## src/rtl/edge_event_arbiter.sv

```systemverilog
// edge_event_arbiter
//   Multi-channel edge-event scheduler. Rising edges on N_CH synchronised level
//   inputs are latched as per-channel pending flags and handed to one consumer
//   over a valid/ready port, one event per accept, with round-robin arbitration.
//
// Parameters
//   N_CH       number of level channels (2..16)
//   CH_W       channel index width, equal to clog2(N_CH)
//
// Ports
//   clk        clock, all logic on posedge
//   reset      synchronous active-high reset
//   level      synchronised level inputs, one per channel
//   evt_valid  event offered to the consumer
//   evt_ready  consumer accepts when evt_valid & evt_ready
//   evt_ch     channel index of the offered event
//   evt_pol    1 = rising edge, 0 = falling edge
//   overflow   sticky per channel: edge arrived while that channel was pending
//   clr_ovf    one-cycle pulse clearing all overflow bits
//
// Build option
//   EDGE_ARB_BOTH_EDGES_EN  when defined, falling edges are events too and the
//                           per-channel edge polarity is stored and reported on
//                           evt_pol. Otherwise evt_pol is tied to 1.

module edge_event_arbiter #(
  parameter int N_CH = 4,
  parameter int CH_W = 2
) (
  input  logic            clk,
  input  logic            reset,
  input  logic [N_CH-1:0] level,
  output logic            evt_valid,
  input  logic            evt_ready,
  output logic [CH_W-1:0] evt_ch,
  output logic            evt_pol,
  output logic [N_CH-1:0] overflow,
  input  logic            clr_ovf
);

  typedef enum logic {IDLE, OFFER} state_t;

  state_t          state;
  logic [N_CH-1:0] prev_level;
  logic [N_CH-1:0] pending;
  logic [CH_W-1:0] rr_ptr;

  logic [N_CH-1:0] rise;
  logic [N_CH-1:0] edge_any;
  logic            accept;
  logic [N_CH-1:0] acc_mask;
  logic [N_CH-1:0] pend_kept;
  logic [N_CH-1:0] pending_nxt;
  logic [N_CH-1:0] overflow_nxt;
  logic [CH_W-1:0] rr_next;
  logic [CH_W:0]   idle_pick;
  logic [CH_W:0]   acc_pick;

  // Returns {found, index} of the first set bit of req at or above start,
  // wrapping modulo N_CH.
  function automatic logic [CH_W:0] rr_pick(input logic [N_CH-1:0] req,
                                            input logic [CH_W-1:0] start);
    logic            found;
    logic [CH_W-1:0] idx;
    logic [CH_W-1:0] kk;
    int              k;
    found = 1'b0;
    idx   = '0;
    for (int i = 0; i < N_CH; i++) begin
      k = int'(start) + i;
      if (k >= N_CH) k = k - N_CH;
      kk = CH_W'(k);
      if (!found && req[kk]) begin
        found = 1'b1;
        idx   = kk;
      end
    end
    return {found, idx};
  endfunction

  assign rise = level & ~prev_level;

`ifdef EDGE_ARB_BOTH_EDGES_EN
  logic [N_CH-1:0] fall;
  logic [N_CH-1:0] pend_pol;
  logic [N_CH-1:0] pend_pol_nxt;
  logic            evt_pol_q;

  assign fall     = ~level & prev_level;
  assign edge_any = rise | fall;
  assign evt_pol  = evt_pol_q;
`else
  assign edge_any = rise;
  assign evt_pol  = 1'b1;
`endif

  assign accept   = (state == OFFER) && evt_ready;
  assign acc_mask = accept ? (N_CH'(1) << evt_ch) : '0;

  // A new edge on the channel being accepted re-arms it (set wins) and is
  // not an overflow; an edge on any other still-pending channel is.
  assign pend_kept    = pending & ~acc_mask;
  assign pending_nxt  = pend_kept | edge_any;
  assign overflow_nxt = (clr_ovf ? '0 : overflow) | (edge_any & pend_kept);

  assign rr_next   = (evt_ch == CH_W'(N_CH - 1)) ? '0 : evt_ch + 1'b1;
  assign idle_pick = rr_pick(pending, rr_ptr);
  assign acc_pick  = rr_pick(pending & ~acc_mask, rr_next);

`ifdef EDGE_ARB_BOTH_EDGES_EN
  // Polarity is captured only when a flag goes from clear to set; an
  // overflowing edge leaves the stored polarity alone.
  always_comb begin
    pend_pol_nxt = pend_pol;
    for (int i = 0; i < N_CH; i++) begin
      if (edge_any[i] && !pend_kept[i]) pend_pol_nxt[i] = rise[i];
    end
  end

  always_ff @(posedge clk) begin
    if (reset) begin
      pend_pol  <= '1;
      evt_pol_q <= 1'b1;
    end else begin
      pend_pol <= pend_pol_nxt;
      if (state == IDLE && idle_pick[CH_W])
        evt_pol_q <= pend_pol[idle_pick[CH_W-1:0]];
      else if (accept && acc_pick[CH_W])
        evt_pol_q <= pend_pol[acc_pick[CH_W-1:0]];
    end
  end
`endif

  always_ff @(posedge clk) begin
    if (reset) begin
      prev_level <= '0;
      pending    <= '0;
      overflow   <= '0;
      rr_ptr     <= '0;
      state      <= IDLE;
      evt_valid  <= 1'b0;
      evt_ch     <= '0;
    end else begin
      prev_level <= level;
      pending    <= pending_nxt;
      overflow   <= overflow_nxt;
      case (state)
        IDLE: begin
          if (idle_pick[CH_W]) begin
            evt_ch    <= idle_pick[CH_W-1:0];
            evt_valid <= 1'b1;
            state     <= OFFER;
          end
        end
        OFFER: begin
          // Offer is held stable until accepted; no preemption.
          if (evt_ready) begin
            rr_ptr <= rr_next;
            if (acc_pick[CH_W]) begin
              evt_ch <= acc_pick[CH_W-1:0];
            end else begin
              evt_valid <= 1'b0;
              state     <= IDLE;
            end
          end
        end
        default: begin
          evt_valid <= 1'b0;
          state     <= IDLE;
        end
      endcase
    end
  end

endmodule

```

## config.mk

```make
export PLATFORM = sky130hd
export DESIGN_NAME = edge_event_arbiter
export DESIGN_NICKNAME = d
export VERILOG_FILES = /design/src/rtl/edge_event_arbiter.sv
export SDC_FILE = /design/constraint.sdc
export NUM_CORES = 1
export LEC_CHECK = 0
export ABC_AREA = 1
export CAP_MARGIN = 20
export CORE_MARGIN = 5
export CORE_UTILIZATION = 54
export DETAILED_ROUTE_END_ITERATION = 16
export PLACE_DENSITY_LB_ADDON = 0.12
export SLEW_MARGIN = 15
export SYNTH_ARGS = -nofsm -noshare
export SYNTH_HDL_FRONTEND = slang
export SYNTH_SLANG_ARGS = --single-unit
```

## constraint.sdc

```tcl
create_clock -name clk -period 2.2 [get_ports clk]
set_clock_uncertainty 0.1 [all_clocks]
set_input_delay 0.33 -clock clk [delete_from_list [all_inputs] [get_ports clk]]
set_output_delay 0.33 -clock clk [all_outputs]
set_load 0.01 [all_outputs]
```

After elaboration in Yosys (flattened, before gate mapping)
Cells that the tools add are included.
Word-level totals
  memory bits (read-only): 0
  bits in registers: 18
  latch bits: 0
  memories: 0
  output and inout port bits: 8
  bits of input ports: 8
  RAM bits: 0
  word-level logic and storage cells: 123
Cells by class
  bitwise logic cells: 8
  reductions and logical operators: 16
  shifts and indexed selects: 1
  multipliers: 0
  magnitude comparators: 16
  equality and inequality tests: 5
  $add $sub $neg: 15
  muxes and demuxes: 55
  divide/modulo/power cells: 0
Operator list (number)
  two-way mux 2 bit: 20
  < comparator 2 x 3 -> 1 bit, second input constant: 8
  two-way mux 1 bit: 22
  greater-or-equal comparator 3 bit, second input constant: 6
  binary-select mux 1 bit (select 2 bit): 8
  subtractor 2 x 1 -> 2 bit, second input constant: 8
  adder 2 x 2 -> 3 bit, second input constant: 4
  bitwise AND 4 bit: 3
  two-way mux 4 bit: 2
  inverter 4 bit: 2
  bitwise OR 4 bit: 2
  logical AND 1 bit: 7
  adder 2 x 1 -> 3 bit, second input constant: 2
  greater-or-equal comparator 2 x 3 -> 1 bit, second input constant: 2
  zero test 1 bit: 6
  != test 2 bit, second input constant: 3
  AND reduction 3 bit: 2
  case mux 1 bit (2 select lines): 2
  case mux 2 bit (2 select lines): 1
  << shifter 1 x 2 -> 4 bit, first input constant: 1
  adder 2 x 1 -> 2 bit, second input constant: 1
  == test 2 bit, second input constant: 1
  != test 2 x 1 -> 1 bit, second input constant: 1
  AND reduction 2 bit: 1
  inverter 1 bit: 1

Depth between registers and ports, before layout
Gate-level depths: netlist of the first run.
  word-level depth: 19
  mapped depth: 15
  mapped depth without buffers: 15

Least setup slack after synthesis of the first run
OpenSTA, ideal clock, no wires.
  kind: flip-flop to flip-flop
  from: register evt_ch[0]
  to: register evt_ch[1]
  cell stages (with the launch flop): 13
  library setup time: 112 ps
  setup slack: 177 ps
  period minus slack after synthesis: 2023 ps
  data arrival time: 1812 ps
  data required time: 1988 ps
  buffers on the path: 0
  cells stage by stage: dfxtp_1 > inv_2 > ha_1 > inv_1 > nand2_1 > nand2_1 > nand3_1 > nand2_1 > nand4_1 > nand2_1 > nand3_1 > nand2_2 > nor2b_4
On the way
  word-level cells in the longest chain between the ends: 19
  elaborated cells on any way between the ends: 49
Ends and longest elaborated chain
  from (decl): line 35  | output logic [CH_W-1:0] evt_ch,
  from (signal assigned): line 150  | evt_ch <= idle_pick[CH_W-1:0];
  from (signal assigned): line 160  | evt_ch <= acc_pick[CH_W-1:0];
  adder 2 x 1 -> 2 bit or == test 2 bit (tied branches): line 106  | assign rr_next = (evt_ch == CH_W'(N_CH - 1)) ? '0 : evt_ch + 1'b1;
  two-way mux 2 bit (*): line 106
  via rr_next[1]: line 55  | logic [CH_W-1:0] rr_next;
  parallel branches: the longest is 17 deep, another holds adder 2 x 1 -> 3 bit
Mark *: on every way through the listed nets, which the timed path passes. The select of a mux whose other input is x is not followed.
A chain may end at the register's enable or synchronous reset.

Worst setup path after layout of the first run
  from: register evt_ch[1]
  to: register evt_ch[1]
On the way
  word-level cells in the longest chain between the ends: 19
  elaborated cells on any way between the ends: 49
Ends and longest elaborated chain
  parallel branches: the longest is 19 deep, another holds adder 2 x 1 -> 3 bit
Parallel ways; which one is timed is not known. The select of a mux whose other input is x is not followed.

==> results of run 1 <==
-- through the flow --
step / hold slack (ns) / cell area [µm²] / total power, µW / worst slack, ns
4_1_cts: 0.379 / 1430 / 1630 / 0.132
3_5_place_dp: 0.361 / 1390 / 1430 / 0.0791
6_report: 0.376 / 1450 / 1690 / 0.176
5_1_grt: 0.410 / 1450 / 1830 / 0.00663
3_3_place_gp: 0.353 / 1390 / 1400 / 0.138
2_1_floorplan: 0.299 / 1220 / 1180 / 0.177
-- placed cells by master (no fill, tap or decap), types with 2 or more instances in the layout --
cell type	n
clkbuf_4	3
nand4_1	6
clkdlybuf4s50_1	14
nor2_1	17
ha_1	2
inv_1	22
nand2_1	53
nor2_4	2
buf_4	3
ha_2	2
inv_2	4
nand2_2	6
a21oi_1	14
o21ai_1	7
dfxtp_1	18
o21ai_0	9
nand2_4	2
nand3_1	20
-- state kept, by name, indices dropped and copies added (netlist names) --
name / flops
overflow: 4
pending: 4
prev_level: 4
evt_ch: 2
rr_ptr: 2
evt_valid: 1
state: 1
-- path summary, 6_finish.rpt --
check / start / to / slack, ns / cells after the start
max: evt_ch[1] / evt_ch[1] / 0.18 / 13
min: overflow[3] / overflow[3] / 0.38 / 2
max reg2reg: evt_ch[1] / evt_ch[1] / 0.18 / 13
min reg2reg: overflow[3] / overflow[3] / 0.38 / 2
-- kinds of logic (layout without fill, tap and decap cells) --
family | Yosys count | in the layout
AO/OA/AOI/OAI | 31 | 31
XOR/XNOR | 2 | 2
adder cells (fa/ha/maj) | 4 | 4
buffers and inverters | 30 | 47
flip-flops | 18 | 18
other | 1 | 1
AND/OR/NAND/NOR | 109 | 109
-- final cells by class --
class	count	area [µm²]
well taps	28	35.0
inverters	26	97.6
repair buffers	17	163
fillers	200	738
multi-input cells	147	761
flip-flops and latches	18	360
clock buffers	4	36.3
-- routing by layer --
metal,GRT usage [%],share of wire (%),vias up,routed length (µm)
li1,-,-,660,-
met1,21.8,43,556,1270
met4,3.97,0.034,0,1
met5,0,0,-,0
met2,33.1,51,46,1510
met3,3.17,5.7,2,168
-- power by group --
part | internal [µW] | total [µW] | switching, µW | leakage, µW
Sequential | 377 | 441 | 64.0 | 0.000149
Clock | 101 | 206 | 105 | 0.0000210
Combinational | 402 | 1050 | 646 | 0.000505
-- worst register-to-register path, stage by stage, from the launching register on --
cell     delay [ns]
dfxtp_1        0.36
buf_4          0.13
ha_2           0.22
inv_1          0.09
nand2_4        0.12
nand2_1        0.06
nand2_1        0.13
nand3_1        0.10
nand2_1        0.10
nand4_1        0.17
nand2_2        0.15
nand2_2        0.06
nand3_1        0.06
nor2b_4        0.13
-- synth_stat cells (3+ instances only) --
| cell type | count |
|---|---|
| nand2_1 | 55 |
| inv_1 | 23 |
| nand3_1 | 21 |
| dfxtp_1 | 18 |
| nor2_1 | 18 |
| a21oi_1 | 14 |
| o21ai_0 | 9 |
| o21ai_1 | 7 |
| nand4_1 | 6 |
| nand2_2 | 5 |
| ha_1 | 4 |
| inv_2 | 3 |
==> impl_metrics.csv, run 1 <==
group,metric,value,unit
clocking,cts_hold_buf,0,
placement,place_inst,236,
synthesis,synth_simple_gate_area_share,41.4,%
placement,gp_congestion,0.993,
synthesis,yosys_register_bits,18,
placement,port-buffer-count,14,
worst_setup_path,crit_slowest_cell,"dfxtp_1",
clocking,cts_made_buffers,3,
worst_setup_path,endpoint_kind,"register",
global_routing,grt_max_degree,16,
pwr,p_per_area,1170,nW/µm²
clocking,htreeDepth,1,
finish,final_core_util,66.3,%
routing,ant_nets,0,
synthesis,synth_flop_cell,"dfxtp_1",
floorplanning,die_w,57.5,µm
clocking,cts_tree,"done",
clocking,worst_setup_hold_path_clk_slew,0.10,ns
finish,drive_gt1_share,12.3,%
global_routing,grt_usage,18.1,%
floorplanning,die_y,57.5,µm
worst_setup_path,crit_type,"reg -> reg",
finish,fin_cells,240,
synthesis,synth.cell_area,1220,µm²
routing,wl,2950,µm
global_routing,grt_pass1_vias,1138,
synthesis,synthMuxAreaShare,0,%
floorplanning,ios,16,
synthesis,ys_seq_area_share,29.6,%
routing,dr_total_vias,1264,
synthesis,syn_nets,207,
timing,final.setup.tns,0,ns
synthesis,syn_avg_cell_area,6.25,µm²
timing,finalSetupViolCount,0,
timing,finalHoldViolCount,0,
worst_setup_path,crit_top_cell,"nand2_1",
synthesis,synth_compound_area_share,12.9,%
status,outcome,"completed",
floorplanning,core,2190,µm²
clocking,clockRootBuffer,"clkbuf_4",
finish,n_antenna_cell,0,
floorplanning,core.rowCount,17,
timing,grt_setup_unrepaired,"false",
run,cap_viol_max_count,0,
worst_setup_path,crit_buf_inv,2,
global_routing,grt_first_pass_wirelength,4840,µm
worst_setup_path,critical_path_required,2.34,ns
timing,fmax,494,MHz
routing,vias_per_cell,5.27,
synthesis,synthCells,195,
worst_setup_path,crit_path_cell_trace,"buf_4 -> ha_2 -> inv_1 -> nand2_4 -> nand2_1 -> nand2_1 -> nand3_1 -> nand2_1 -> nand4_1 -> nand2_2 -> nand2_2 -> nand3_1 -> nor2b_4",
routing,drt_iter0_drc,43,
clocking,cts_resized,0,
synthesis,synth-async-reset-ratio,0,%
synthesis,ys_types,24,
finish,layout.nets,225,
hold_path,hold_path.class,"reg -> reg",
clocking,clockBufferDepth,2,
worst_setup_path,cpPeakStageDelay,0.36,ns
synthesis,synth_edf_count,0,
placement,dp.final_hpwl,2330,µm
routing,wl_per_cell,12.3,µm
synthesis,synth_top_area_share,29.6,%
floorplanning,initial_core_util,55.6,%
clocking,post_cts_buffers,0,
worst_setup_path,crit_fanout,7,
synthesis,synth_top_area_cell,"dfxtp_1",
pwr,p_leak,0.000675,µW
finish,syn_to_final_growth,19.2,%
pwr,peakVddDrop,0.556,mV
floorplanning,die_area,3310,µm²
synthesis,yosys_warnings,0,
worst_setup_path,start_kind,"register",
global_routing,antenna_found_initial,0,
worst_setup_path,worst-endpoint-arrival,2.17,ns
clocking,clk_latency,0.29,ns
routing,drc_errors,0,
global_routing,grt_overflow_total,0,
timing,period_needed,2.02,ns
routing,drt_pass1_iterations,5,
synthesis,synthXorXnorAreaFrac,1.44,%
synthesis,synth_top_family_by_area,"simple AND/OR/NAND/NOR gates",
clocking,numClockSinks,18,
worst_setup_path,cp_top_family,"simple AND/OR/NAND/NOR gates",
synthesis,synthAdderAreaFrac,4.11,%
timing,min_period_over_period,92.0,%
timing,maxSlewViolCount,0,
synthesis,synthTopCellsByArea,"dfxtp_1 30%, nand2_1 17%, nand3_1 8.6%",
Note: power is estimated with default switching activity, not from simulation.
==> run 2: changes to the inputs <==
Settings changed: CAP_MARGIN 20 to unset, CORE_MARGIN 5 to unset.
==> run 2 against run 1 <==
Against the previous run:
- register-to-register slack gained 0.03 ns
- cell area shrank 0.95%
- total power shrank 0.82%
- first-iteration DRC count down 16%
- clock-buffer cell count is the same
- combinational power about the same
- maximum frequency grew 1.3%
- clock power rose by 3%
- die area down 26%
- hold slack improved by 0.0015 ns
- utilization rose by 4.2 points
- final cell count shrank 0.42%
- largest cell class unchanged
==> impl_metrics.csv, run 2 (synthesis results as in run 1) <==
group,metric,value,unit
pwr,power.total,1680,µW
timing,period_needed,2.00,ns
clocking,clockBufferDepth,2,
routing,wl,2870,µm
finish,drive_gt1_share,11.8,%
timing,maxSlewViolCount,0,
clocking,clockRootBuffer,"clkbuf_4",
floorplanning,initial_core_util,59.7,%
floorplanning,die_y,49.5,µm
global_routing,grt_overflow_total,0,
worst_setup_path,critical_path_required,2.35,ns
floorplanning,die_area,2450,µm²
finish,layout_commonest_cell,"nand2_1",
routing,wl_per_cell,12.0,µm
timing,grt_setup_unrepaired,"false",
placement,dp.final_hpwl,2250,µm
global_routing,grt_first_pass_wirelength,4960,µm
floorplanning,die_w,49.5,µm
run,cap_viol_max_count,0,
finish,syn_to_final_growth,18.1,%
pwr,p_leak,0.000673,µW
status,outcome,"completed",
finish,most-common-layout-cells,"54 x nand2_1, 22 x inv_1, 20 x nand3_1",
routing,drt_pass1_iterations,4,
worst_setup_path,worst-endpoint-arrival,2.15,ns
finish,n_antenna_cell,0,
finish,reg_top3,"overflow (4), pending (4), prev_level (4)",
pwr,p_per_area,1170,nW/µm²
routing,dr_total_vias,1282,
global_routing,grt_pass1_vias,1184,
finish,fin_cells,239,
routing,drt-met1-wl,1220,µm
placement,gp_congestion,0.904,
routing,vias_per_cell,5.36,
routing,drc_errors,0,
placement,port-buffer-count,14,
routing,wl_met2,1410,µm
global_routing,grt_usage,26.4,%
placement,place_inst,235,
pwr,peakVddDrop,0.625,mV
global_routing,antenna_found_initial,0,
clocking,cts_made_buffers,3,
routing,ant_nets,0,
clocking,htreeDepth,1,
worst_setup_path,crit_fanout,7,
routing,wl_met3,165,µm
clocking,clk_latency,0.31,ns
timing,finalSetupViolCount,0,
worst_setup_path,start_kind,"register",
routing,top_layer,"met4",
clocking,cts_hold_buf,0,
worst_setup_path,endpoint_kind,"register",
finish,fill_cells,196,
timing,final.setup.tns,0,ns
clocking,numClockSinks,18,
timing,min_period_over_period,90.8,%
timing,fmax,500,MHz
clocking,cts_tree,"done",
global_routing,grt_max_degree,16,
floorplanning,core,2040,µm²
clocking,worst_setup_hold_path_clk_slew,0.12,ns
finish,layout.nets,225,
floorplanning,ios,16,
floorplanning,core.rowCount,16,
worst_setup_path,crit_type,"reg -> reg",
routing,drt_iter0_drc,36,
timing,finalHoldViolCount,0,
hold_path,hold_path.class,"reg -> reg",
==> run 2: changes by cell type in the layout (fill, tap and decap cells not counted) <==
cell	delta
nor2_2	+1
nand2_4	-1
nor2_4	-1
nand2_1	+1
==> run 2: repair_timing <==
action	in CTS	in global routing
setup endpoints to repair	0	2
resized for setup	0	6
hold endpoints to repair	0	0
setup buffers	0	0
==> run 2: power breakdown <==
part	switching [µW]	total (µW)	internal (µW)
Sequential	62.6	439	377
Clock	111	212	101
Combinational	636	1030	393
==> run 2: area by class of cell <==
cell class | count | area, µm² | share of cell area (%)
multi-input combinational | 147 | 748 | 52.0
sequential | 18 | 360 | 25.0
timing repair buffer | 17 | 163 | 11.3
inverter | 26 | 97.6 | 6.78
clock buffer | 4 | 36.3 | 2.52
tap | 27 | 33.8 | 2.35
==> run 2: critical path, stage by stage (launching register included) <==
cell and delay [ns]:
dfxtp_1 0.35, buf_4 0.13, ha_2 0.20, inv_1 0.06, nand2_2 0.16, nand2_1 0.07, nand2_1 0.15, nand3_1 0.10
nand2_1 0.09, nand4_1 0.15, nand2_2 0.13, nand2_2 0.06, nand2_1 0.06, nor2_1 0.05, nor2_1 0.09
==> run 2: worst paths after layout <==
path	end	depth (start not counted)	from	slack, ns
max	evt_ch[0]	14	evt_ch[1]	0.20
max reg2reg	evt_ch[0]	14	evt_ch[1]	0.20
min reg2reg	overflow[2]	2	overflow[2]	0.38
min	overflow[2]	2	overflow[2]	0.38
==> run 2: metrics by stage <==
| step | util [%] | setup WS, ns | cell area, µm² | hold slack, ns |
|---|---|---|---|---|
| CTS | 69.7 | 0.128 | 1420 | 0.383 |
| floorplan | - | 0.177 | 1220 | 0.299 |
| global route | 70.5 | 0.0252 | 1440 | 0.407 |
| finish | 70.5 | 0.202 | 1440 | 0.377 |
| global placement | 68.0 | 0.133 | 1390 | 0.353 |
| detailed placement | 68.0 | 0.100 | 1390 | 0.364 |
==> run 2: metal layers <==
layer  GRT usage, %  vias up
li1               -      661
met1           30.2      563
met2           46.8       47
met3           6.48       11
met4           10.5        0
met5              0        -
